File: src/rtl/ascon_pt_stage_if.sv
// ascon_pt_stage_if: data-in / data-out handshake bundle for the ASCON plaintext stage
interface ascon_pt_stage_if;
  logic [63:0] din;
  logic        din_valid;
  logic        din_last;
  logic [2:0]  din_bytes;
  logic        din_ready;
  logic [63:0] dout;
  logic        dout_valid;
  logic        dout_ready;
  modport master (output din, din_valid, din_last, din_bytes, dout_ready, input din_ready, dout, dout_valid);
  modport slave (input din, din_valid, din_last, din_bytes, dout_ready, output din_ready, dout, dout_valid);
endinterface

File: src/rtl/ascon_pt_stage.sv
// ascon_pt_stage: ASCON-128 data absorb stage with 6-round intermediate permutation
module ascon_pt_stage (
  input  logic              clk,
  input  logic              rst_n,
  input  logic              start,
  input  logic              decrypt,
  input  logic [63:0]       s0,
  input  logic [63:0]       s1,
  input  logic [63:0]       s2,
  input  logic [63:0]       s3,
  input  logic [63:0]       s4,
  ascon_pt_stage_if.slave   io,
  output logic [63:0]       x0,
  output logic [63:0]       x1,
  output logic [63:0]       x2,
  output logic [63:0]       x3,
  output logic [63:0]       x4,
  output logic              done,
  output logic              busy
);
  typedef enum logic [2:0] {IDLE, ABSORB, OUT, PERM, DONE} state_t;
  state_t st, st_n;
  logic [4:0][63:0] x, x_n;
  logic [63:0] dout_r, dout_n, mask, pad;
  logic [2:0] cnt, cnt_n;
  logic dec, dec_n, last, last_n;
  logic [3:0] n;
  logic [7:0] rc;
  function automatic logic [63:0] ror(input logic [63:0] v, input int k);
    return (v >> k) | (v << (64 - k));
  endfunction
  function automatic logic [4:0][63:0] ascon_round(input logic [4:0][63:0] s, input logic [7:0] c);
    logic [63:0] a0, a1, a2, a3, a4, t0, t1, t2, t3, t4;
    a0 = s[0];
    a1 = s[1];
    a2 = s[2] ^ {56'd0, c};
    a3 = s[3];
    a4 = s[4];
    a0 ^= a4;
    a4 ^= a3;
    a2 ^= a1;
    t0 = ~a0 & a1;
    t1 = ~a1 & a2;
    t2 = ~a2 & a3;
    t3 = ~a3 & a4;
    t4 = ~a4 & a0;
    a0 ^= t1;
    a1 ^= t2;
    a2 ^= t3;
    a3 ^= t4;
    a4 ^= t0;
    a1 ^= a0;
    a0 ^= a4;
    a3 ^= a2;
    a2 = ~a2;
    return {a4 ^ ror(a4, 7) ^ ror(a4, 41), a3 ^ ror(a3, 10) ^ ror(a3, 17),
            a2 ^ ror(a2, 1) ^ ror(a2, 6), a1 ^ ror(a1, 61) ^ ror(a1, 39),
            a0 ^ ror(a0, 19) ^ ror(a0, 28)};
  endfunction
  assign n = io.din_last ? {1'b0, io.din_bytes} : 4'd8;
  assign mask = ~(64'hFFFF_FFFF_FFFF_FFFF >> {n, 3'b000});
  assign pad = 64'h8000_0000_0000_0000 >> {n, 3'b000};
  assign rc = {4'd9 - {1'b0, cnt}, 4'd6 + {1'b0, cnt}};
  assign io.din_ready = st == ABSORB;
  assign io.dout_valid = st == OUT;
  assign io.dout = dout_r;
  assign done = st == DONE;
  assign busy = st != IDLE;
  assign x0 = x[0];
  assign x1 = x[1];
  assign x2 = x[2];
  assign x3 = x[3];
  assign x4 = x[4];
  // state register and datapath registers, cleared asynchronously
  always_ff @(posedge clk or negedge rst_n)
    if (!rst_n) begin
      st <= IDLE;
      x <= '0;
      dout_r <= '0;
      cnt <= '0;
      dec <= 1'b0;
      last <= 1'b0;
    end else begin
      st <= st_n;
      x <= x_n;
      dout_r <= dout_n;
      cnt <= cnt_n;
      dec <= dec_n;
      last <= last_n;
    end
  // next-state, absorb and permutation round
  always_comb begin
    st_n = st;
    x_n = x;
    dout_n = dout_r;
    cnt_n = cnt;
    dec_n = dec;
    last_n = last;
    case (st)
      IDLE: if (start) begin
        x_n = {s4 ^ 64'h1, s3, s2, s1, s0};
        dec_n = decrypt;
        st_n = ABSORB;
      end
      ABSORB: if (io.din_valid) begin
        dout_n = (x[0] ^ io.din) & mask;
        x_n[0] = dec ? ((io.din & mask) | (x[0] & ~mask)) ^ pad : x[0] ^ (io.din & mask) ^ pad;
        last_n = io.din_last;
        st_n = OUT;
      end
      OUT: if (io.dout_ready) begin
        cnt_n = '0;
        st_n = last ? DONE : PERM;
      end
      PERM: begin
        x_n = ascon_round(x, rc);
        cnt_n = cnt + 3'd1;
        st_n = cnt == 3'd5 ? ABSORB : PERM;
      end
      DONE: st_n = IDLE;
      default: st_n = IDLE;
    endcase
  end
endmodule

File: src/flat_wrapper.sv
// flat-port wrapper written by rule: the top's interface ports become plain ports
module ascon_pt_stage_flat 
  (clk, rst_n, start, decrypt, s0, s1, s2, s3, s4, x0, x1, x2, x3, x4, done, busy, io_din, io_din_valid, io_din_last, io_din_bytes, io_dout_ready, io_din_ready, io_dout, io_dout_valid);
  ascon_pt_stage_if io_i ();
  input  logic clk;
  input  logic rst_n;
  input  logic start;
  input  logic decrypt;
  input  logic [63:0] s0;
  input  logic [63:0] s1;
  input  logic [63:0] s2;
  input  logic [63:0] s3;
  input  logic [63:0] s4;
  output logic [63:0] x0;
  output logic [63:0] x1;
  output logic [63:0] x2;
  output logic [63:0] x3;
  output logic [63:0] x4;
  output logic done;
  output logic busy;
  input wire logic [$bits(io_i.din)-1:0] io_din;
  input wire logic [$bits(io_i.din_valid)-1:0] io_din_valid;
  input wire logic [$bits(io_i.din_last)-1:0] io_din_last;
  input wire logic [$bits(io_i.din_bytes)-1:0] io_din_bytes;
  input wire logic [$bits(io_i.dout_ready)-1:0] io_dout_ready;
  output wire logic [$bits(io_i.din_ready)-1:0] io_din_ready;
  output wire logic [$bits(io_i.dout)-1:0] io_dout;
  output wire logic [$bits(io_i.dout_valid)-1:0] io_dout_valid;
  assign io_i.din = io_din;
  assign io_i.din_valid = io_din_valid;
  assign io_i.din_last = io_din_last;
  assign io_i.din_bytes = io_din_bytes;
  assign io_i.dout_ready = io_dout_ready;
  assign io_din_ready = io_i.din_ready;
  assign io_dout = io_i.dout;
  assign io_dout_valid = io_i.dout_valid;
  ascon_pt_stage u_core (.clk(clk), .rst_n(rst_n), .start(start), .decrypt(decrypt), .s0(s0), .s1(s1), .s2(s2), .s3(s3), .s4(s4), .io(io_i), .x0(x0), .x1(x1), .x2(x2), .x3(x3), .x4(x4), .done(done), .busy(busy));
endmodule
File: config.mk
export PLATFORM = sky130hd
export DESIGN_NAME = ascon_pt_stage_flat
export DESIGN_NICKNAME = d
export VERILOG_FILES = /design/src/rtl/ascon_pt_stage_if.sv /design/src/rtl/ascon_pt_stage.sv /design/src/flat_wrapper.sv
export SDC_FILE = /design/constraint.sdc
export NUM_CORES = 2
export LEC_CHECK = 0
export BUFFER_PORTS_ARGS = -buffer_cell sky130_fd_sc_hd__buf_2
export CORE_AREA = 2 2 304 306
export CTS_CLUSTER_DIAMETER = 30
export DETAILED_ROUTE_END_ITERATION = 6
export DIE_AREA = 0 0 306 308
export GPL_TIMING_DRIVEN = 0
export MAX_ROUTING_LAYER = met4
export PLACE_DENSITY_LB_ADDON = 0.08
export SYNTH_ARGS = -nofsm -noshare
export SYNTH_HDL_FRONTEND = slang
export SYNTH_SLANG_ARGS = --single-unit
File: constraint.sdc
create_clock -name clk -period 6.19 [get_ports clk]
set_input_delay 1.238 -clock clk [delete_from_list [all_inputs] [get_ports clk]]
set_output_delay 1.238 -clock clk [all_outputs]
set_load 0.02 [all_outputs]
==> impl.org <==
** Yosys
- Largest cells by area after synthesis :: sky130_fd_sc_hd__dfrtp_1 29%, sky130_fd_sc_hd__xnor2_1 22%, sky130_fd_sc_hd__xor2_1 8.0%, sky130_fd_sc_hd__nor2_1 5.5%, sky130_fd_sc_hd__ha_1 4.8%
- Post-synth ARST share :: 100%
- Primary FF master, synth :: sky130_fd_sc_hd__dfrtp_1
- Counting flops with a built-in enable in the synthesized netlist gives 0.
- Synth cell types :: 58
- For this run, the number of Yosys warnings is 0.
- After synthesis, the largest area contributor takes up 28.6% of total cell area.
- The synthesized design contains 392 register bits.
- Sequential share of the synthesized area :: 28.6%
- Gate count of the mapped netlist :: 4024
- Mean area per synthesized cell :: 8.52 um^2
- Mapped cell area :: 0.0343 mm^2
- Cell type contributing the most total cell area after synthesis :: sky130_fd_sc_hd__dfrtp_1
- Number of nets in the synthesized netlist :: 4549

** Final layout
- Compared with the post-synthesis result, the final layout area differs by 30.0%.
- Share of final-layout standard cells stronger than drive strength 1 :: 23.1%
- Number of fill cells in the layout :: 9305
- In the final design database the tool counted 5478 nets.
- For this run, the number of standard cells in the final layout without fillers is 6268.

** Floorplanning
- In this run the standard cell core region covers 0.0910 mm^2.
- Pin placement for this block handled 782 I/O pins.
- For this configuration, the core starts out at a cell density of 37.7%.
- The die is 308 um tall.
- The floorplan step set the die width to 306 um.
- Area of the die :: 0.0942 mm^2
- Row generation in the floorplan step produced 111 rows.

** Route
- After detailed routing, the number of remaining DRC violations is 0.
- For this block, the routed nets add up to 216000 um of wire.
- Via count :: 35600
- After detailed routing, the number of vias per cell comes to 5.69.
- Dividing the detail-routed wire length by the instance count gives 34.5 um.
- In this run, the number of DRC markers left after iteration 0 of detailed routing was 4033.
- Length of the first detailed-routing pass in iterations :: 6
- Post-DRT Antenna Nets :: 0

** Timing
- Share of the clock period used by the worst path :: 65.9%
- The smallest clock period supported by the final layout is computed as 4.08 ns.
- Number of endpoints failing setup at the final stage :: 0
- Static timing analysis puts the maximum clock frequency at 245 MHz.
- Clk_skew :: 0.0287 ns
- Worst-Margin Slew :: 1.58 ns
- Relative max-transition margin :: -6.24%
- The number of max-slew violations in the final report came to 17.
- The final count of hold timing violations came to 0.
- Setup repair after global routing left no endpoint under its margin.

** GRT
- Vias in the first global route :: 34000
- Met2 Resource Use GR :: 70.3%
- Met3 Track Usage GR :: 11.0%
- For this run the aggregate overflow at the end of global routing stands at 0.
- First-pass GRT wire length :: 286000 um
- Entering global routing, the biggest net connects 98 pins.
- In this run the most used layer during global routing was met2.
- The initial antenna violation count is 20.
- Tot GR Track Use :: 45.9%
- GR met1 Demand/Resource :: 54.5%

** Setup path
- Data arrival time at the worst-slack endpoint :: 2.84 ns
- For the worst setup path, the data required time is 4.95 ns.
- Counting cells, the worst reg-to-reg path comes to 7.
- Setup slack on the worst flop-to-flop path :: 2.52 ns
- Critical path cell sequence :: clkbuf_2, inv_1, nand2b_1, inv_2, clkbuf_1, buf_2
- Peak per-stage delay on the critical path :: 0.57 ns
- Critical Path Start Type :: flop
- Along the worst path, the maximum fanout reaches 10.
- Kind of critical path :: reg2out
- Max stage delay cell, worst path :: sky130_fd_sc_hd__clkbuf_1
- The worst register-to-register path ends at u_core.x3[0]$_DFFE_PN0P_.
- The startpoint identified for the worst register-to-register timing path is u_core.cnt[0]$_DFFE_PN0P_.
- The worst setup path is captured at a primary output.

** Placement
- Count of port buffers added during placement :: 780
- Number of placed cells counting well taps :: 5995
- Final weighted congestion in routability-driven placement :: 1.07
- Detailed placement ended at an HPWL of 179000 um.

** Clock network
- In this run, CTS created clock tree buffers numbering 142.
- Post-CTS clock slew at the launch and capture registers of the worst setup and hold paths :: 0.04 ns
- For this design, the CTS-stage hold fixing added 0 buffers.
- The H-tree was split into 4 levels.
- Clock root buffer master :: sky130_fd_sc_hd__clkbuf_16
- CTS tree :: done
- The clock drives 392 sinks.
- Number of post-CTS setup repair buffers :: 0
- The number of gates resized after CTS was 0.
- Clock latency on the worst-skew pair :: 0.75 ns
- The clock passes through at most 3 buffers.

** Hold path
- Worst min-delay path category :: in2async

** Run
- Max-cap violations in this run came to 6.

** Run status
- The flow ran to the end, but the final reports show violations.
- Violations in the final reports :: max-capacitance violations, max-slew violations
[worst max-delay path by stage]
stage | start | to | slack, ns
CTS | u_core.st[1]$_DFFE_PN0P_ | io_din_ready | 2.16
detailed placement | start | u_core.x3[5]$_DFFE_PN0P_ | 2.24
finish | u_core.st[1]$_DFFE_PN0P_ | io_din_ready | 2.11
global placement | rst_n | u_core.x2[32]$_DFFE_PN0P_ | -5.22
global route | u_core.st[1]$_DFFE_PN0P_ | io_din_ready | 2.10
floorplan | io_din_last | u_core.x0[22]$_DFFE_PN0P_ | 3.48
[flip-flops by register name (all words and copies together) (netlist names)]
register / flops
u_core.cnt: 3
u_core.dec: 1
u_core.io.dout: 64
u_core.last: 1
u_core.st: 3
u_core.x0: 64
u_core.x1: 64
u_core.x2: 64
u_core.x3: 64
u_core.x4: 64
[kinds of logic (layout without fill, tap and decap cells)]
| logic type | after synthesis | after routing | synth area share, % |
|---|---|---|---|
| XOR/XNOR | 1215 | 1215 | 32.5 |
| adder cells (fa/ha/maj) | 186 | 186 | 6.38 |
| buffers and inverters | 435 | 1474 | 5.44 |
| other | 0 | 19 | 0 |
| AO/OA/AOI/OAI | 870 | 870 | 16.0 |
| multiplexers | 18 | 18 | 0.558 |
| AND/OR/NAND/NOR | 908 | 908 | 10.6 |
| flip-flops | 392 | 392 | 28.6 |
[layout make-up]
type	instances	area [um^2]	share of cell area (%)
antenna	19	47.5	0.107
buffer	239	1130	2.53
clock buffer	208	4070	9.13
clock inverter	46	603	1.35
inverter	196	736	1.65
multi-input combinational	3197	22700	50.8
sequential	392	9810	22.0
tap	1186	1480	3.33
timing repair buffer	785	4040	9.05
[critical path, delay by kind of cell, from the launching register on]
kind | cells | cell delay (ns)
simple gates | 1 | 0.16
buf+inv | 5 | 1.57
flops | 1 | 0.36
[synthesized netlist by cell type, drive strengths merged, types with 2 or more instances]
cell    count
nor2b       3
xnor2     865
a311oi      6
nor2      507
clkbuf    110
nand2     302
o221ai     25
nor3       34
mux2i       9
a21oi     294
nand3       3
and3        7
a211oi    152
or2b        5
a32o        7
a22oi      26
xor2      331
nand2b     37
inv       196
o22ai      22
o31ai      49
a31oi      64
ha        131
xnor3      19
a221oi     20
buf       129
and2        4
maj3       55
nor3b       2
a22o       24
o21ai     136
mux2        9
o211ai     36
dfrtp     392
[metal layers]
metal	wire length (um)	part of all wire, %
met1	84700	39
met3	19300	8.9
met4	15500	7.2
met2	96600	45
met5	0	0
[layout by cell type (no fill, tap or decap), types with 148 or more instances in the layout]
cell type / count
sky130_fd_sc_hd__buf_2: 864
sky130_fd_sc_hd__xnor2_1: 845
sky130_fd_sc_hd__nor2_1: 506
sky130_fd_sc_hd__dfrtp_1: 392
sky130_fd_sc_hd__xor2_1: 314
sky130_fd_sc_hd__nand2_1: 302
sky130_fd_sc_hd__a21oi_1: 293
sky130_fd_sc_hd__inv_1: 195
sky130_fd_sc_hd__a211oi_1: 152
sky130_fd_sc_hd__clkbuf_1: 148
[metrics by stage]
| step | instance area (um^2) | hold WS (ns) | worst slack, ns | setup TNS [ns] | utilization, % |
|---|---|---|---|---|---|
| floorplan | 34300 | 0.486 | 3.48 | 0 | - |
| global placement | 39700 | 0.456 | -5.22 | -2017.36 | 43.6 |
| detailed placement | 39800 | 0.461 | 2.24 | 0 | 43.8 |
| CTS | 44500 | 0.441 | 2.16 | 0 | 48.9 |
| global route | 44600 | 0.466 | 2.10 | 0 | 49.0 |
| finish | 44600 | 0.450 | 2.11 | 0 | 49.0 |
Power is not shown: default switching activity piles up to over one toggle a cycle in this logic, so the estimate is an artifact.
